`src/rtl/free_list_pkg.sv`:
```
// free_list_pkg: core rename constants, physical register type and
// the modulo-DEPTH pointer helper shared by the free list.
package free_list_pkg;

  localparam int N_PREG  = 64;
  localparam int N_AREG  = 32;
  localparam int N_ALLOC = 2;
  localparam int N_FREE  = 2;

  localparam int DEPTH  = N_PREG - N_AREG;
  localparam int PREG_W = $clog2(N_PREG);
  localparam int PTR_W  = $clog2(DEPTH);
  localparam int CNT_W  = $clog2(DEPTH + 1);

  typedef logic [PREG_W-1:0] preg_t;
  typedef logic [PTR_W-1:0]  ptr_t;
  typedef logic [CNT_W-1:0]  cnt_t;

  // DEPTH need not be a power of two, so wrap explicitly
  function automatic ptr_t ptr_add(ptr_t p, cnt_t inc);
    logic [CNT_W:0] s;
    s = (CNT_W+1)'(p) + (CNT_W+1)'(inc);
    if (s >= (CNT_W+1)'(DEPTH))
      s = s - (CNT_W+1)'(DEPTH);
    return s[PTR_W-1:0];
  endfunction

endpackage

```
`src/rtl/free_list_if.sv`:
```
// free_list_if: rename allocation and commit free bundle
// between the core (master) and the free list (slave).
interface free_list_if;
  import free_list_pkg::*;

  logic [N_ALLOC-1:0]        alloc_req;
  logic                      alloc_ready;
  logic [N_ALLOC*PREG_W-1:0] alloc_id;
  logic [N_FREE-1:0]         free_en;
  logic [N_FREE*PREG_W-1:0]  free_id;
  cnt_t                      count;
  logic                      dup_err;

  modport master (
    output alloc_req, free_en, free_id,
    input  alloc_ready, alloc_id, count, dup_err
  );

  modport slave (
    input  alloc_req, free_en, free_id,
    output alloc_ready, alloc_id, count, dup_err
  );

endinterface

```
`src/rtl/free_list_prefix_popcount.sv`:
```
// prefix_popcount: exclusive prefix set-bit counts per position
// plus total, used to compact alloc and free slots.
module prefix_popcount #(
  parameter  int N  = 2,
  localparam int CW = $clog2(N + 1)
) (
  input  logic [N-1:0]    i_vec,
  output logic [N*CW-1:0] o_pre,
  output logic [CW-1:0]   o_total
);

  logic [CW-1:0] w_acc;

  always_comb begin
    w_acc = '0;
    o_pre = '0;
    for (int i = 0; i < N; i++) begin
      o_pre[i*CW +: CW] = w_acc;
      w_acc = w_acc + CW'(i_vec[i]);
    end
    o_total = w_acc;
  end

endmodule

```
`src/rtl/free_list.sv`:
```
// free_list: multi-port circular free list of physical register IDs.
// Optional FREE_LIST_DUPCHK_EN drops duplicate frees and flags dup_err.
module free_list
  import free_list_pkg::*;
(
  input logic      clk,
  input logic      reset,
  free_list_if.slave bus
);

  localparam int ACW = $clog2(N_ALLOC + 1);
  localparam int FCW = $clog2(N_FREE + 1);

  preg_t r_entry [DEPTH];
  ptr_t  r_head;
  ptr_t  r_tail;
  cnt_t  r_count;

  logic                 w_alloc_ready;
  logic                 w_alloc_fire;
  cnt_t                 w_alloc_n;
  logic [N_ALLOC*ACW-1:0] w_apre;
  logic [ACW-1:0]       w_atot;
  preg_t                w_aid [N_ALLOC];

  logic [N_FREE-1:0]     w_free_ok;
  logic [N_FREE*FCW-1:0] w_fpre;
  logic [FCW-1:0]        w_ftot;
  preg_t                 w_fid   [N_FREE];
  ptr_t                  w_fslot [N_FREE];
  logic                  w_ovf;
  logic                  w_dup;

`ifdef FREE_LIST_DUPCHK_EN
  logic [N_PREG-1:0] r_in_list;
  logic              r_dup_err;
`endif

  prefix_popcount #(.N(N_ALLOC)) u_apc (
    .i_vec  (bus.alloc_req),
    .o_pre  (w_apre),
    .o_total(w_atot)
  );

  assign w_alloc_ready = r_count >= CNT_W'(N_ALLOC);
  assign w_alloc_fire  = w_alloc_ready && |bus.alloc_req;
  assign w_alloc_n     = w_alloc_fire ? CNT_W'(w_atot) : '0;

  assign bus.alloc_ready = w_alloc_ready;
  assign bus.count       = r_count;

  always_comb begin
    bus.alloc_id = '0;
    for (int i = 0; i < N_ALLOC; i++) begin
      w_aid[i] = r_entry[ptr_add(r_head,
                   CNT_W'(w_apre[i*ACW +: ACW]))];
      bus.alloc_id[i*PREG_W +: PREG_W] = w_aid[i];
    end
  end

  // Accept frees in port order; higher ports drop first on overflow
  always_comb begin
    logic [CNT_W:0] n;
    logic           dup;
    w_free_ok = '0;
    w_ovf     = 1'b0;
    w_dup     = 1'b0;
    n         = (CNT_W+1)'(r_count);
    dup       = 1'b0;
    for (int j = 0; j < N_FREE; j++)
      w_fid[j] = bus.free_id[j*PREG_W +: PREG_W];
    for (int j = 0; j < N_FREE; j++) begin
      if (bus.free_en[j]) begin
`ifdef FREE_LIST_DUPCHK_EN
        dup = r_in_list[w_fid[j]];
        for (int k = 0; k < j; k++)
          if (bus.free_en[k] && w_fid[k] == w_fid[j])
            dup = 1'b1;
`else
        dup = 1'b0;
`endif
        if (dup) begin
          w_dup = 1'b1;
        end else if (n >= (CNT_W+1)'(DEPTH)) begin
          w_ovf = 1'b1;
        end else begin
          w_free_ok[j] = 1'b1;
          n = n + 1'b1;
        end
      end
    end
  end

  prefix_popcount #(.N(N_FREE)) u_fpc (
    .i_vec  (w_free_ok),
    .o_pre  (w_fpre),
    .o_total(w_ftot)
  );

  always_comb begin
    for (int j = 0; j < N_FREE; j++)
      w_fslot[j] = ptr_add(r_tail,
                     CNT_W'(w_fpre[j*FCW +: FCW]));
  end

  always_ff @(posedge clk) begin
    if (reset) begin
      for (int k = 0; k < DEPTH; k++)
        r_entry[k] <= PREG_W'(N_AREG + k);
      r_head  <= '0;
      r_tail  <= '0;
      r_count <= CNT_W'(DEPTH);
    end else begin
      for (int j = 0; j < N_FREE; j++)
        if (w_free_ok[j])
          r_entry[w_fslot[j]] <= w_fid[j];
      r_head  <= ptr_add(r_head, w_alloc_n);
      r_tail  <= ptr_add(r_tail, CNT_W'(w_ftot));
      r_count <= r_count - w_alloc_n + CNT_W'(w_ftot);
    end
  end

`ifdef FREE_LIST_DUPCHK_EN
  always_ff @(posedge clk) begin
    if (reset) begin
      for (int b = 0; b < N_PREG; b++)
        r_in_list[b] <= (b >= N_AREG);
      r_dup_err <= 1'b0;
    end else begin
      for (int i = 0; i < N_ALLOC; i++)
        if (w_alloc_fire && bus.alloc_req[i])
          r_in_list[w_aid[i]] <= 1'b0;
      for (int j = 0; j < N_FREE; j++)
        if (w_free_ok[j])
          r_in_list[w_fid[j]] <= 1'b1;
      if (w_dup || w_ovf)
        r_dup_err <= 1'b1;
    end
  end

  assign bus.dup_err = r_dup_err;
`else
  // w_dup is constant 0 here, so this ties dup_err low
  assign bus.dup_err = w_dup;
`endif

  a_no_overflow: assert property (
    @(posedge clk) disable iff (reset) !w_ovf);

endmodule

```
`src/flat_wrapper.sv`:
```
// flat-port wrapper written by rule: the top's interface ports become plain ports
module free_list_flat import free_list_pkg::*;
  (clk, reset, bus_alloc_req, bus_free_en, bus_free_id, bus_alloc_ready, bus_alloc_id, bus_count, bus_dup_err);
  free_list_if bus_i ();
  input logic clk;
  input logic reset;
  input wire logic [$bits(bus_i.alloc_req)-1:0] bus_alloc_req;
  input wire logic [$bits(bus_i.free_en)-1:0] bus_free_en;
  input wire logic [$bits(bus_i.free_id)-1:0] bus_free_id;
  output wire logic [$bits(bus_i.alloc_ready)-1:0] bus_alloc_ready;
  output wire logic [$bits(bus_i.alloc_id)-1:0] bus_alloc_id;
  output wire logic [$bits(bus_i.count)-1:0] bus_count;
  output wire logic [$bits(bus_i.dup_err)-1:0] bus_dup_err;
  assign bus_i.alloc_req = bus_alloc_req;
  assign bus_i.free_en = bus_free_en;
  assign bus_i.free_id = bus_free_id;
  assign bus_alloc_ready = bus_i.alloc_ready;
  assign bus_alloc_id = bus_i.alloc_id;
  assign bus_count = bus_i.count;
  assign bus_dup_err = bus_i.dup_err;
  free_list u_core (.clk(clk), .reset(reset), .bus(bus_i));
endmodule
```
`config.mk`:
```
export PLATFORM = sky130hd
export DESIGN_NAME = free_list_flat
export DESIGN_NICKNAME = d
export VERILOG_FILES = /design/src/rtl/free_list_pkg.sv /design/src/rtl/free_list_if.sv /design/src/rtl/free_list_prefix_popcount.sv /design/src/rtl/free_list.sv /design/src/flat_wrapper.sv
export SDC_FILE = /design/constraint.sdc
export NUM_CORES = 1
export LEC_CHECK = 0
export ABC_AREA = 1
export CAP_MARGIN = 20
export CORE_UTILIZATION = 55
export DETAILED_ROUTE_END_ITERATION = 10
export GPL_ROUTABILITY_DRIVEN = 0
export PLACE_DENSITY = 0.72
export RECOVER_POWER = 100
export SLEW_MARGIN = 30
export SYNTH_ARGS = -nofsm -noshare
export SYNTH_HDL_FRONTEND = slang
export SYNTH_SLANG_ARGS = --single-unit
```
`constraint.sdc`:
```
create_clock -name clk -period 9.9 [get_ports clk]
set_input_delay 2.97 -clock clk [delete_from_list [all_inputs] [get_ports clk]]
set_output_delay 2.97 -clock clk [all_outputs]
set_load 0.03 [all_outputs]
```
# Yosys cells after proc, flatten, opt, wreduce, memory -nomap -nowiden
# Memory sizes are Yosys's and may differ from the RTL's.
# Index checks and enable logic that the tools add are counted.
dict set report word_totals {
  mem_bits_rw 192
  n_memories 1
  inputBits 18
  ff_bits 16
  output_inout_bits 20
  word_cells 59
}
# memory depth width rd rd_ports_with_merged_regs wr line
set memory_table {}
lappend memory_table {u_core.r_entry 32 6 2 0 32 free_list.sv:14} ;# preg_t r_entry [DEPTH];
dict set report classes {
  add_sub_neg 15
  reduce_logical 4
  n_mux 27
  order_cmp 9
}
# operator n
set op_table {}
lappend op_table {{two-way mux 5 bit} 8}
lappend op_table {{subtractor 5 x 1 -> 5 bit (second input constant)} 6}
lappend op_table {{greater-or-equal comparator 6 bit (second input constant)} 4}
lappend op_table {{greater-or-equal comparator 7 x 6 -> 1 bit (second input constant)} 2}
lappend op_table {{two-way mux 1 bit} 14}
lappend op_table {{two-way mux 7 bit} 2}
lappend op_table {{adder 5 x 1 -> 6 bit} 2}
lappend op_table {{adder 5 x 2 -> 6 bit} 2}
lappend op_table {{greater-or-equal comparator 5 x 6 -> 1 bit (second input constant)} 2}
lappend op_table {{two-way mux 6 bit} 2}
lappend op_table {{OR reduction 6 bit} 2}
lappend op_table {{adder 6 x 1 -> 7 bit (second input constant)} 1}
lappend op_table {{adder 6 x 2 -> 6 bit} 1}
lappend op_table {{greater-or-equal comparator 6 x 2 -> 1 bit (second input constant)} 1}
lappend op_table {{subtractor 6 bit} 1}
lappend op_table {{adder 1 x 1 -> 2 bit} 2}
lappend op_table {{two-way mux 2 bit} 1}
lappend op_table {{OR reduction 2 bit} 1}
lappend op_table {{logical AND 1 bit} 1}

# Logic depth before layout (Yosys ltp)
# Gate-level depths: netlist (run 1).
dict set report depth {
  depth_word 11
  mapped_depth 20
  mapped_depth_nobuf 20
}

# Cells and area by module
# Synthesis (run 1) repeated with hierarchy kept, for this count alone.
dict set report unflattened {
  hier_cells 2280
  hier_area_um2 16027.9
}
# mod seq_area_each_um2 n_inst cells_each area_per_inst_um2
set modules_own_cells {}
lappend modules_own_cells {free_list 6085.8 1 2268 15935.3}
lappend modules_own_cells {prefix_popcount 0.0 2 6 46.3}

# Least setup slack after synthesis (run 1)
# No wires, ideal clock.
dict set report synth_timing {
  path_kind {input to output}
  startpoint {input bus_alloc_req[0]}
  endpoint {output bus_alloc_id[7]}
  setup_slack_ns 2.246
  required_ns 6.930
  t_arrival_ns 4.684
  path_stages 10
  n_path_buf 2
  path_cell_list {ha_1 > ha_1 > clkbuf_1 > clkbuf_1 > o21ai_0 > o211ai_1 > nand3_1 > nand2_1 > nand2_1 > nand2_1}
}
dict set report synth_between {
  elab_chain_cells 4
  elab_cells_between_ends 5
  cone_classes {2 x add/sub; 1 x order compare; 1 x mux; 1 x memory}
}
# element line
set synth_rtl {}
lappend synth_rtl {{start: declaration} flat_wrapper.sv:7} ;# input wire logic [$bits(bus_i.alloc_req)-1:0] bus_alloc_req;
lappend synth_rtl {{adder 5 x 1 -> 6 bit *} free_list_pkg.sv:22} ;# s = (CNT_W+1)'(p) + (CNT_W+1)'(inc);
lappend synth_rtl {{subtractor 5 x 1 -> 5 bit / greater-or-equal comparator 6 bit (equally long branches)} {free_list_pkg.sv:24, free_list_pkg.sv:23}}
lappend synth_rtl {{two-way mux 5 bit *} free_list_pkg.sv:23} ;# if (s >= (CNT_W+1)'(DEPTH))
lappend synth_rtl {{memory read (32 x 6 bit) *} n/a}
lappend synth_rtl {{end: declaration} flat_wrapper.sv:11} ;# output wire logic [$bits(bus_i.alloc_id)-1:0] bus_alloc_id;
# Every way passes the cells marked *; elsewhere a longest branch is shown, timed or not.

# Worst setup path in the final report (run 1)
dict set report layout_timing {
  startpoint {input bus_alloc_req[0]}
  endpoint {output bus_alloc_id[10]}
}
# Same word-level chain as after synthesis.

==> results of run 1 <==
[registers in the layout, summed over array words and instances (netlist names)]
register          count
u_core.r_head         5
u_core.r_tail         5
u_core.r_entry      192
u_core.bus.count      6
[layer usage]
metal	vias to the layer above	global-route usage	routed length, um
met2	1078	0.538	20100
met4	4	0.193	2830
met5	-	0	27
met1	6251	0.516	18600
met3	210	0.105	7550
li1	6268	-	-
[area by class of cell]
| cell class | instances | area [um^2] | share of cell area |
|---|---|---|---|
| clock inverter | 15 | 179 | 0.0118 |
| tap | 330 | 413 | 0.0272 |
| clock buffer | 28 | 616 | 0.0405 |
| multi-input combinational | 1262 | 6540 | 0.430 |
| inverter | 218 | 821 | 0.0540 |
| sequential | 208 | 6090 | 0.401 |
| timing repair buffer | 63 | 543 | 0.0357 |
[logic make-up (layout without fill, tap and decap cells)]
logic type / count (synthesis) / after routing
AND/OR/NAND/NOR: 629 / 629
AO/OA/AOI/OAI: 595 / 595
buffers and inverters: 367 / 324
flip-flops: 208 / 208
adder cells (fa/ha/maj): 32 / 32
XOR/XNOR: 5 / 5
other: 1 / 1
[synthesized netlist by cell type]
cell and number:
ha_1 28, o21ai_0 313, xor2_2 1, xnor2_1 1, edfxtp_1 192, nand3b_1 2
and3_1 1, xor2_1 2, inv_1 213, nand4_1 13, nand3_1 270, xnor2_4 1
nor2_2 6, fa_1 4, a21oi_1 101, conb_1 1, a21oi_2 1, o21ai_1 98
buf_4 3, nand3_2 1, clkbuf_1 90, o211ai_1 82, clkinv_1 3, or2_2 1
inv_4 1, nor2_1 58, nor3_1 7, buf_6 1, inv_2 1, dfxtp_1 16
nand2_2 7, nand2_1 256, nor2_4 7, buf_1 14, buf_2 41
[metrics by stage]
| stage | cell area (um^2) | power [mW] | setup slack [ns] | instances |
|---|---|---|---|---|
| 2_1_floorplan | 14100 | 1.84 | 2.25 | 1837 |
| 3_3_place_gp | 14400 | 2.19 | 1.01 | 2081 |
| 3_5_place_dp | 14400 | 2.21 | 0.953 | 2081 |
| 4_1_cts | 15200 | 3.11 | 0.954 | 2124 |
| 5_1_grt | 15200 | 3.27 | 0.526 | 2124 |
| 6_report | 15200 | 3.13 | 0.719 | 2124 |
[report_power, final]
group          internal, mW  leakage (nW)  switching [mW]
logic                 0.360          3.60           0.780
clock network         0.547         0.389           0.369
registers             0.996          1.72          0.0768
total                  1.90          5.71            1.23
[path summary, 6_finish.rpt]
kind | start | endpoint | slack (ns)
worst max-delay path | bus_alloc_req[0] | bus_alloc_id[10] | 0.72
worst min register to register | u_core.r_head[3] | u_core.r_head[3] | 0.57
worst max register to register | u_core.bus.count[3] | u_core.r_entry[28][3] | 5.53
worst min-delay path | u_core.r_head[3] | u_core.r_head[3] | 0.57
[worst max-delay path, stage by stage]
cell	delay (ns)
dlygate4sd3_1	0.61
ha_4	0.57
inv_1	0.44
a21oi_1	0.23
o21ai_0	0.10
nand3_1	0.15
nand3_1	0.12
nand2_1	0.08
nand2_1	0.04
nand2_1	0.13
dlygate4sd3_1	0.75
==> impl_metrics.csv, run 1 <==
group,metric,value,unit
run_status,outcome,"complete, but fails checks",
run_status,violations,"max-capacitance violations, max-slew violations",
timing,worst_slew_pin_slew,1.85,ns
cts,insertion_delay,0.54,ns
routing,drc,0,
synth,avgSynthCellArea,7.66,um^2
worst_setup_path,crit_arrival,6.21,ns
timing,rsz0062_at_grt,"false",
synth,synth_top_family_by_area,"compound AO/OA/AOI/OAI gates",
synth,synth_cell_type_count,35,
timing,fin_worst_skew,0.00636,ns
routing,wl_per_cell,23.1,um
routing,totalWireLength,49100,um
synth,yosysWarnings,0,
synth,synth_area_leaders,"edfxtp_1 (41%), o21ai_0 (11%), nand3_1 (9.6%)",
global_route,grtUsageTotal,0.375,
cts,clockRootBuffer,"clkbuf_16",
power,power_density,206,nW/um^2
floorplan,core,25100,um^2
timing,setup_viol,0,
timing,setup_tns,0,ns
timing,fin_crit_sh,0.927,
cts,max-clock-path-buffers,3,
synth,synth_fp_nets,1887,
floorplan,die_area,26200,um^2
synth,syn_area,14100,um^2
cts,postCtsResizedCells,0,
global_route,grt_max_degree,96,
synth,synth_compound_area_frac,0.226,
run,max-cap-violations,4,
layout,nets,1827,
timing,hold_viol,0,
synth,post-synth-top-area-cell,"edfxtp_1",
synth,synth_fa_ha_area_frac,0.0306,
worst_setup_path,path_max_fanout,44,
routing,drtPass1Iterations,6,
timing,hold_slack,0.565,ns
synth,synth_xor_area_frac,0.00498,
cts,path_clk_slew,0.06,ns
layout,layout_common_cells,"o21ai_0 (409), nand3_1 (271), nand2_1 (259), inv_1 (208), edfxtp_1 (192)",
layout,final_util,0.605,
worst_setup_path,path_class,"input pin to primary output",
synth,synth_top_cell_area_share,0.410,
worst_setup_path,endpoint_kind,"primary output",
worst_setup_path,start_kind,"input pin",
floorplan,rows,58,
power,p_leak,5.71,nW
placement,io_buffers,36,
synth,yosys.area_share.simple,0.202,
layout,final_common_cell,"o21ai_0",
floorplan,dieHeight,162,um
synth,synth_seq_cells,208,
floorplan,ioPinCount,38,
synth,ys_seq_area_frac,0.433,
placement,dp_hpwl,33300,um
routing,ant_nets,0,
cts,numCtsBuffers,24,
layout,areaGrowthSynthToFinish,8.00,%
routing,dr_total_vias,13800,
floorplan,initial_core_util,0.560,
worst_setup_path,rr_worst_depth,13,
global_route,globalRouteOverflowTotal,0,
power,max-vdd-ir-drop,0.179,mV
timing,relSlewSlack,-0.236,
layout,nFillCells,2305,
worst_setup_path,required,6.93,ns
global_route,antenna_found_initial,2,
min_path,hold_class,"register to register",
timing,slew_violations,85,
min_path,min_path_cells,1,
synth,syn_inst,1837,
cts,cts.sinks,208,
cts,cts_tree,"yes",
routing,via_per_inst,6.50,
timing,period_minus_slack,9.18,ns
cts,cts_hold_buf,0,
global_route,grt_pass1_vias,12500,
cts,post_cts_buffers,0,
layout,antenna_cells,0,
cts,htree_levels,1,
floorplan,die_x,162,um
routing,drt-initial-drc-count,1998,
layout,drive_above_1_share,0.0463,
synth,muxShareOfSynthArea,0,
timing,fmax,109,MHz
global_route,grt_pass1_wl,73400,um
Power figures use the tool's default switching activity.
==> run 2: changes to the inputs <==
--- a/config.mk
+++ b/config.mk
@@ -10,6 +10,7 @@
 export CORE_UTILIZATION = 55
 export DETAILED_ROUTE_END_ITERATION = 10
 export GPL_ROUTABILITY_DRIVEN = 0
+export HOLD_SLACK_MARGIN = 0.02
 export PLACE_DENSITY = 0.72
 export RECOVER_POWER = 100
 export SLEW_MARGIN = 30
==> results of run 2 <==
The final DEF is identical to that of run 1; final timing and power are the same.
